===== config.mk =====
export PLATFORM = sky130hd
export DESIGN_NAME = clock_counter
export DESIGN_NICKNAME = d
export VERILOG_FILES = /design/src/rtl/clock_pkg.sv /design/src/rtl/bcd_mod_counter.sv /design/src/rtl/clock_counter.sv
export SDC_FILE = /design/constraint.sdc
export NUM_CORES = 1
export LEC_CHECK = 0
export CAP_MARGIN = 15
export CORE_UTILIZATION = 29
export CTS_BUF_LIST = sky130_fd_sc_hd__clkbuf_2
export CTS_CLUSTER_DIAMETER = 80
export DETAILED_ROUTE_END_ITERATION = 8
export PLACE_DENSITY = 0.45
export SYNTH_ARGS = -nofsm -noshare
export SYNTH_HDL_FRONTEND = slang
export SYNTH_HIERARCHICAL = 1
export SYNTH_SLANG_ARGS = --single-unit

===== constraint.sdc =====
create_clock -name clk -period 4.6 [get_ports clk]
set_input_delay 0.92 -clock clk [delete_from_list [all_inputs] [get_ports clk]]
set_output_delay 0.92 -clock clk [all_outputs]
set_load 0.01 [all_outputs]

===== src/rtl/clock_pkg.sv =====
// Shared definitions for the clock_counter block: mode encodings and field limits.
package clock_pkg;

  typedef enum logic [1:0] {
    RUN      = 2'd0,
    SET_HOUR = 2'd1,
    SET_MIN  = 2'd2
  } mode_e;

  // Largest value a seconds or minutes field reaches before wrapping.
  localparam int unsigned MIN_SEC_MAX = 59;
  // Largest value the hours field reaches before wrapping.
  localparam int unsigned HOUR_MAX    = 23;

endpackage


===== src/rtl/bcd_mod_counter.sv =====
// Two-digit BCD counter that wraps at MODULUS-1 back to 00.
// carry flags the increment that causes the wrap so the next field can advance on the same edge.
module bcd_mod_counter #(
  parameter int unsigned MODULUS = 60
) (
  input  logic       clk,
  input  logic       rst,
  input  logic       inc,
  input  logic       clr,
  output logic [3:0] tens,
  output logic [3:0] ones,
  output logic       carry
);

  localparam logic [3:0] TOP_TENS = 4'((MODULUS - 1) / 10);
  localparam logic [3:0] TOP_ONES = 4'((MODULUS - 1) % 10);

  logic [3:0] tens_q, tens_d;
  logic [3:0] ones_q, ones_d;
  logic       at_top;

  assign at_top = (tens_q == TOP_TENS) && (ones_q == TOP_ONES);
  assign carry  = inc && at_top;
  assign tens   = tens_q;
  assign ones   = ones_q;

  // Next value: clear wins over increment; the top value wraps, a 9 rolls into the tens digit
  always_comb begin
    tens_d = tens_q;
    ones_d = ones_q;
    if (clr) begin
      tens_d = '0;
      ones_d = '0;
    end else if (inc) begin
      if (at_top) begin
        tens_d = '0;
        ones_d = '0;
      end else if (ones_q == 4'd9) begin
        tens_d = tens_q + 4'd1;
        ones_d = '0;
      end else begin
        ones_d = ones_q + 4'd1;
      end
    end
  end

  // Digit registers, cleared asynchronously by rst
  always_ff @(posedge clk or posedge rst) begin
    if (rst) begin
      tens_q <= '0;
      ones_q <= '0;
    end else begin
      tens_q <= tens_d;
      ones_q <= ones_d;
    end
  end

endmodule


===== src/rtl/clock_counter.sv =====
// 24-hour HH:MM:SS clock with a one-second prescaler and a three-state set mode.
// Digits are BCD and come straight from the field registers.
module clock_counter
  import clock_pkg::*;
#(
  parameter int unsigned CLK_DIV = 50000000
) (
  input  logic       clk,
  input  logic       rst,
  input  logic       btn_mode,
  input  logic       btn_inc,
  output logic [3:0] hr_tens,
  output logic [3:0] hr_ones,
  output logic [3:0] min_tens,
  output logic [3:0] min_ones,
  output logic [3:0] sec_tens,
  output logic [3:0] sec_ones,
  output logic [1:0] mode,
  output logic       sec_tick
);

  localparam int unsigned   PW      = $clog2(CLK_DIV);
  localparam logic [PW-1:0] PRE_MAX = PW'(CLK_DIV - 1);

  mode_e         mode_q;
  logic [PW-1:0] pre_q;
  logic          tick_q;

  logic run_adv;
  logic tick;
  logic set_exit;
  logic sec_carry;
  logic min_carry;
  logic hr_carry_unused;
  logic min_inc;
  logic hr_inc;

  // A mode press freezes the prescaler on that same edge, so no tick can slip into a SET mode.
  assign run_adv  = (mode_q == RUN) && !btn_mode;
  assign tick     = run_adv && (pre_q == PRE_MAX);
  assign set_exit = (mode_q == SET_MIN) && btn_mode;

  // btn_mode has priority over btn_inc on the same cycle.
  assign min_inc = (tick && sec_carry) || ((mode_q == SET_MIN) && btn_inc && !btn_mode);
  assign hr_inc  = (tick && sec_carry && min_carry) ||
                   ((mode_q == SET_HOUR) && btn_inc && !btn_mode);

  assign mode     = mode_q;
  assign sec_tick = tick_q;

  // Prescaler: counts only in RUN, restarts from 0 when leaving SET_MIN
  always_ff @(posedge clk or posedge rst) begin
    if (rst) begin
      pre_q <= '0;
    end else if (set_exit) begin
      pre_q <= '0;
    end else if (run_adv) begin
      pre_q <= tick ? '0 : pre_q + PW'(1);
    end
  end

  // sec_tick is high for the cycle after the edge that advanced seconds
  always_ff @(posedge clk or posedge rst) begin
    if (rst) begin
      tick_q <= 1'b0;
    end else begin
      tick_q <= tick;
    end
  end

  // Mode FSM: RUN -> SET_HOUR -> SET_MIN -> RUN on each btn_mode pulse
  always_ff @(posedge clk or posedge rst) begin
    if (rst) begin
      mode_q <= RUN;
    end else if (btn_mode) begin
      unique case (mode_q)
        RUN:      mode_q <= SET_HOUR;
        SET_HOUR: mode_q <= SET_MIN;
        default:  mode_q <= RUN;
      endcase
    end
  end

  bcd_mod_counter #(
    .MODULUS(MIN_SEC_MAX + 1)
  ) u_sec (
    .clk  (clk),
    .rst  (rst),
    .inc  (tick),
    .clr  (set_exit),
    .tens (sec_tens),
    .ones (sec_ones),
    .carry(sec_carry)
  );

  bcd_mod_counter #(
    .MODULUS(MIN_SEC_MAX + 1)
  ) u_min (
    .clk  (clk),
    .rst  (rst),
    .inc  (min_inc),
    .clr  (1'b0),
    .tens (min_tens),
    .ones (min_ones),
    .carry(min_carry)
  );

  bcd_mod_counter #(
    .MODULUS(HOUR_MAX + 1)
  ) u_hr (
    .clk  (clk),
    .rst  (rst),
    .inc  (hr_inc),
    .clr  (1'b0),
    .tens (hr_tens),
    .ones (hr_ones),
    .carry(hr_carry_unused)
  );

endmodule


---- Word level (Yosys, flattened, before mapping) ----
Cells that the tools add are included.
word-level totals
  register bits after elaboration ......... 53
  input port bits ......................... 4
  output and inout port bits .............. 27
  word-level logic and storage cells ...... 72
cells by class
  add/subtract/negate cells ............... 7
  equality and inequality tests ........... 10
  muxes and demuxes ....................... 20
  reduce and logical (&&, ||, !) cells .... 26
operators with widths
  operator                                                          number
  26-bit two-way mux                                                3
  4-bit two-way mux                                                 16
  26-bit by 1-bit adder with 26-bit output (second input constant)  1
  26-bit == test (second input constant)                            1
  4-bit by 1-bit adder with 4-bit output (second input constant)    6
  1-bit logical AND                                                 14
  4-bit == test (second input constant)                             3
  4-bit by 2-bit == test with 1-bit output (second input constant)  2
  4-bit by 3-bit == test with 1-bit output (second input constant)  2
  2-bit nonzero test                                                4
  2-bit AND reduction                                               3
  2-bit case mux with 2 select lines                                1
  3-bit nonzero test                                                1
  2-bit by 1-bit == test with 1-bit output (second input constant)  1
  2-bit == test (second input constant)                             1
  2-bit logical NOT                                                 1
  1-bit logical OR                                                  2
  1-bit logical NOT                                                 1

---- Logic depth before layout (Yosys ltp) ----
Gate-level depths: netlist of run 1.
  depth in word-level cells ............... 10
  mapped depth ............................ 14
  gate-level depth less buffers ........... 13

---- Hierarchy ----
The synthesis of run 1 kept the hierarchy.
by module, submodules not included
  module                        times used  cells each  area each (µm²)  sequential area each (µm²)
  clock_counter                 1           194         1732.9           725.7
  bcd_mod_counter at u_min ...  2           51          499.2            200.2
  bcd_mod_counter at u_hr       1           56          519.2            200.2

---- Worst setup path after synthesis of run 1 ----
OpenSTA, ideal clock, no wires.
  path kind ............................... input-to-reg
  start ................................... in btn_mode
  end ..................................... reg u_hr.tens_q[3] (netlist: u_hr/tens[3])
  setup time .............................. 0.095 ns
  arrival ................................. 4.081 ns
  required time ........................... 4.505 ns
  setup slack ............................. 0.423 ns
  stages on the path ...................... 12
  path buffers ............................ 0
  cells stage by stage .................... nor3_1 -> nand3_1 -> nor3_1 -> inv_1 -> nor3_1 -> a21o_1 -> inv_1 -> nor3_1 -> a31o_2 -> or3b_2 -> o32a_1 -> o31ai_1
on the way
  longest elaborated chain between the ends .. 10
  elaborated cells between the ends (all ways) .. 12
  those cells by class .................... 12 x reduce/logical
RTL lines
  what                                  line                   RTL
  start: declaration                    clock_counter.sv:10    input logic btn_mode,
  1-bit logical NOT                     clock_counter.sv:39    assign run_adv = (mode_q == RUN) && !btn_mode;
  1-bit logical AND                     clock_counter.sv:39
  1-bit logical AND                     clock_counter.sv:40    assign tick = run_adv && (pre_q == PRE_MAX);
  named net tick                        clock_counter.sv:30    logic tick;
  1-bit logical AND                     bcd_mod_counter.sv:23  assign carry = inc && at_top;
  named net sec_carry                   clock_counter.sv:32    logic sec_carry;
  1-bit logical AND                     clock_counter.sv:44    assign min_inc = (tick && sec_carry) || ((mode_q == SET_MIN) && btn_inc && !btn_mode);
  1-bit logical OR                      clock_counter.sv:44
  named net min_inc                     clock_counter.sv:35    logic min_inc;
  1-bit logical AND                     bcd_mod_counter.sv:23
  named net min_carry                   clock_counter.sv:33    logic min_carry;
  1-bit logical AND                     clock_counter.sv:45    assign hr_inc = (tick && sec_carry && min_carry) ||
  1-bit logical OR                      clock_counter.sv:45
  named net hr_inc                      clock_counter.sv:36    logic hr_inc;
  2-bit AND reduction (no source line)  n/a
  end signal: assignment                bcd_mod_counter.sv:53  tens_q <= tens_d;
  end: declaration                      bcd_mod_counter.sv:18  logic [3:0] tens_q, tens_d;
The timed path passes the listed nets, and every way through them passes these cells.
A chain may end at the register's enable or synchronous reset.

---- Worst setup path after layout of run 1 ----
Same ends and word-level chain as after synthesis.

==> results of run 1 <==
## routing by layer
metal,track usage (%),vias up
li1,-,1377
met1,20.55,1373
met2,22.80,21
met3,2.785,7
met4,4.305,0
met5,0,-
## cell type report
type | instances | share of cell area [%]
Multi-Input combinational cell | 270 | 47.52
Sequential cell | 53 | 35.35
Timing Repair Buffer | 35 | 9.537
Tap cell | 140 | 4.668
Inverter | 18 | 1.801
Clock buffer | 5 | 0.6669
Clock inverter | 3 | 0.4668
## sequential cells by signal (all words and copies together), names as in the netlist
name / count
u_sec/ones: 4
u_min/ones: 4
u_min/tens: 4
sec_tick: 1
u_hr/ones: 4
mode: 2
pre_q: 26
u_sec/tens: 4
u_hr/tens: 4
## power groups by stage
stage | sequential [mW] | combinational (mW) | clock [mW]
after floorplan | 0.537 | 0.203 | 0
after global placement | 0.546 | 0.269 | 0
after detailed placement | 0.547 | 0.268 | 0
after CTS | 0.539 | 0.269 | 0.210
after global routing | 0.548 | 0.302 | 0.227
final | 0.538 | 0.270 | 0.194
## worst reg2reg max path: cells and delay by family, from the launching register on
kind | cells | cell delay, ns
flip-flops | 1 | 0.52
AO/OA/AOI/OAI | 4 | 0.96
buffers and inverters | 2 | 0.25
AND/OR/NAND/NOR | 6 | 2.00
## worst min-delay path by stage
stage,to,depth (start not counted),startpoint
5_1_grt,pre_q[23],1,pre_q[23]
2_1_floorplan,pre_q[23],1,pre_q[23]
3_3_place_gp,pre_q[23],1,pre_q[23]
6_report,pre_q[23],1,pre_q[23]
4_1_cts,pre_q[23],1,pre_q[23]
3_5_place_dp,pre_q[23],1,pre_q[23]
==> flow_summary.yaml, run 1 <==
clock_tree:
  ctsResizeCount: 0
  h-tree-depth: 2
  cts_hold_buf: 0
  insertion_delay_ns: 0.46
  post-cts-setup-buffers: 0
  clk_pin_slew_worst_paths_ns: 0.28
  numCtsBuffers: 5
  clockBufferDepth: 2
  cts_sinks: 53
  cts_tree: "done"
  clockRootBuffer: "clkbuf_2"
detailed_routing:
  drcViolationCount: 0
  first_pass_iters: 4
  drtIter0Drc: 100
  wl_met1_um: 4044
  dr_wl_met3_um: 160
  via_count: 2778
  met2WireLength_um: 3556
  wl_per_cell_um: 14.97
  vias_per_cell: 5.302
  ant_nets: 0
  drt_wl_total_um: 7846
  highest_layer: "met4"
power:
  p_int_uw: 637.7
  p_leak_nw: 1.500
  netSwitchingFraction_pct: 36.40
  p_per_area_mw_per_mm2: 267.2
  p_comb_share_pct: 26.9
  total_power_mw: 1.003
  peakVddDrop_mv: 0.1143
  pwr-share-seq_pct: 53.7
  power_frac_clock_pct: 19.4
  p_sw_uw: 365.0
floorplanning:
  start_util_pct: 29.81
  die_x_um: 107.8
  dieArea_mm2: 0.01162
  fp.dieH_um: 107.8
  io_pins: 31
  core_area_mm2: 0.01089
  rows: 38
global_route:
  grt_pass1_wl_um: 13490
  grt_util_all_layers_pct: 14.69
  grt_max_degree: 43
  grt_overflow: 0
  grt_antenna_before_repair: 0
  grt_pass1_vias: 2698
final_layout:
  final_nets: 400
  syn2layout_area_growth_pct: 15.61
  fillers: 1135
  seq_area_mm2: 0.001326
  postLayoutCellArea_mm2: 0.003752
  final_common_cell: "dfrtp_1"
  finish.utilization_pct: 34.46
  antennaDiodeCount: 0
  final_cell_mix: "dfrtp_1, a21oi_1, nand2_1, clkdlybuf4s50_1"
  multi_input_area_mm2: 0.001783
  final_layout_size_suffix_gt1_share_pct: 8.854
  finalNonFillerCells: 524
setup_path:
  cpMostUsedCell: "nor3_1"
  r2r_cells: 12
  path_depth: 13
  slowest_delay_ns: 0.52
  critPathCapture: "u_hr/tens[3]"
  crit_chain: "clkdlybuf4s50_1, nor3_1, nand3_1, nor3_1, inv_1, nor3_1, a21o_1, inv_1, nor3_1, a31o_2, or3b_2, o32a_1, o31ai_1"
  cp.buffers_inverters: 3
  endpoint_kind: "register"
  critical_path_class: "in2reg"
  cp_top_family: "simple AND/OR/NAND/NOR gates"
  r2r-start: "pre_q[12]"
  worstReg2RegEnd: "u_hr/tens[3]"
  cpMaxStageDelayCell: "clkdlybuf4s50_1"
  cp.required_ns: 5.00
  critPathLaunch: "btn_mode"
  crit_fanout: 11
  startpoint_type: "input port"
  r2r_slack_ns: 0.80
  cp_data_arrival_time_ns: 4.29
flow_run:
  drv_cap: 0
min_path:
  hold_path.class: "reg2reg"
place:
  preCtsSetupSlack_ns: 0.2039
  portBuffers: 30
  placed_cell_area_mm2: 0.003682
  dp.cells: 515
  place_hpwl_um: 5442
  gp_congestion: 0.7721
logic_synthesis:
  synth_warnings: 6
  syn_inst: 351
  synth_area_mm2: 0.003246
  postSynthAreaPerCell_um2: 9.247
timing:
  period_share_pct: 84.59
  fmax_ghz: 0.2570
  timing.hold.ws_ns: 0.5212
  setup_ws_ns: 0.7089
  hold_violations: 0
  post-route-min-period_ns: 3.891
  slew_violations: 0
  relSlewSlack_pct: 38.17
  finClkSkew_ns: 0.01484
  fin_setup_tns_ns: 0
  setup_viol: 0
  worstMarginPinSlew_ns: 0.9190
  rsz0062_at_grt: "false"
status:
  outcome: "completed"
Power figures use the tool's default switching activity.
==> run 2, diff against run 1 <==
==> constraint.sdc (replaced) <==
create_clock -name clk -period 3.8 [get_ports clk]
set_input_delay 0.76 -clock clk [delete_from_list [all_inputs] [get_ports clk]]
set_output_delay 0.76 -clock clk [all_outputs]
set_load 0.01 [all_outputs]
==> flow_summary.yaml, run 2 (synthesized netlist as in run 1, its figures left out) <==
global_route:
  grt_max_degree: 43
  gr-usage-met1_pct: 20.27
  met3_usage_pct: 2.724
  grt_antenna_before_repair: 0
  grt_use_met2_pct: 22.53
  busiest_layer: "met2"
  grt_pass1_vias: 2650
  grt_util_all_layers_pct: 14.37
  grt_overflow: 0
  grt_pass1_wl_um: 13260
detailed_routing:
  drt_wl_total_um: 7924
  vias_per_cell: 5.298
  wl_per_cell_um: 15.06
  drtIter0Drc: 107
  first_pass_iters: 4
  drcViolationCount: 0
  ant_nets: 0
  via_count: 2787
final_layout:
  postLayoutCellArea_mm2: 0.003750
  antennaDiodeCount: 0
  syn2layout_area_growth_pct: 15.54
  final_cell_mix: "dfrtp_1, a21oi_1, nand2_1, clkdlybuf4s50_1"
  finalNonFillerCells: 526
  final_common_cell: "dfrtp_1"
  fillers: 1112
  largest_register_ffs: 26
  regMostFlops: "pre_q"
  final_layout_size_suffix_gt1_share_pct: 9.845
  final_nets: 402
clock_tree:
  post-cts-setup-buffers: 0
  insertion_delay_ns: 0.45
  numCtsBuffers: 5
  clockRootBuffer: "clkbuf_2"
  clk_pin_slew_worst_paths_ns: 0.27
  cts_sinks: 53
  clockBufferDepth: 2
  cts_hold_buf: 0
  ctsResizeCount: 0
  h-tree-depth: 2
  cts_tree: "done"
min_path:
  hold_path.class: "reg2reg"
setup_path:
  startpoint_type: "register"
  slowest_delay_ns: 0.53
  critical_path_class: "reg2reg"
  r2r_slack_ns: 0.35
  crit_chain: "nand4_1, or4_4, nor3_2, inv_1, nor3_1, a21o_1, inv_1, nor3_1, a31o_2, or3b_2, o32a_1, o31ai_1"
  cpMaxStageDelayCell: "dfrtp_1"
  cp.required_ns: 4.17
  cp_data_arrival_time_ns: 3.82
  endpoint_kind: "register"
  crit_fanout: 8
floorplanning:
  start_util_pct: 29.81
  rows: 38
  core_area_mm2: 0.01089
  dieArea_mm2: 0.01162
  io_pins: 31
  die_x_um: 107.8
  fp.dieH_um: 107.8
power:
  p_per_area_mw_per_mm2: 323.8
  peakVddDrop_mv: 0.1866
  p_leak_nw: 1.505
timing:
  rsz0062_at_grt: "false"
  slew_violations: 0
  finClkSkew_ns: 0.01757
  worstMarginPinSlew_ns: 0.8388
  setup_viol: 0
  fmax_ghz: 0.2901
  hold_violations: 0
  period_share_pct: 90.72
  relSlewSlack_pct: 43.57
  post-route-min-period_ns: 3.447
place:
  placed_cell_area_mm2: 0.003710
  gp_congestion: 0.7486
  place_hpwl_um: 5474
  portBuffers: 30
  dp.cells: 518
flow_run:
  drv_cap: 0
status:
  outcome: "completed"
run 2: critical path, delay by kind of cell (launching register included):
family | cells | cell delay, ns
buffers and inverters | 2 | 0.17
flip-flops | 1 | 0.53
AND/OR/NAND/NOR | 6 | 1.94
AO/OA/AOI/OAI | 4 | 0.72
run 2: stage by stage:
step                setup TNS (ns)  hold WS [ns]  utilization, %  power, mW  setup WS (ns)
global placement                 0        0.4714           34.07     0.9900         0.1628
CTS                              0        0.5065           34.44      1.239         0.3400
detailed placement        -0.02345        0.4770           34.07     0.9961       -0.02345
floorplan                        0        0.4504               -     0.8965       0.002773
finish                           0        0.5186           34.44      1.214         0.3526
global route                     0        0.5337           34.44      1.296        0.05197
run 2: report_power, final:
group / switching, mW / total, mW / internal, mW / leakage (nW)
combinational: 0.203 / 0.334 / 0.131 / 0.740
clock: 0.183 / 0.229 / 0.0462 / 0.0327
sequential: 0.0533 / 0.651 / 0.598 / 0.732
run 2: worst paths after layout:
| kind | start | to | depth (start not counted) |
|---|---|---|---|
| min reg2reg | pre_q[23] | pre_q[23] | 1 |
| max reg2reg | pre_q[12] | u_hr/tens[3] | 12 |
| min in group asynchronous | rst | mode[1] | 2 |
| min | pre_q[23] | pre_q[23] | 1 |
| max | pre_q[12] | u_hr/tens[3] | 12 |
| max in group asynchronous | rst | pre_q[2] | 3 |
run 2: cell type report:
class / instances / area (um^2) / area share, %
Clock inverter: 2 / 10.01 / 0.2669
Multi-Input combinational cell: 270 / 1788 / 47.68
Inverter: 18 / 67.56 / 1.802
Tap cell: 140 / 175.2 / 4.671
Clock buffer: 6 / 30.03 / 0.8008
Timing Repair Buffer: 37 / 352.8 / 9.409
Sequential cell: 53 / 1326 / 35.37
run 2: metal layers:
layer  vias up  wire length (um)
li1       1374                 -
met1      1388              4050
met2        20              3642
met3         5               174
met4         0                57
met5         -                 0
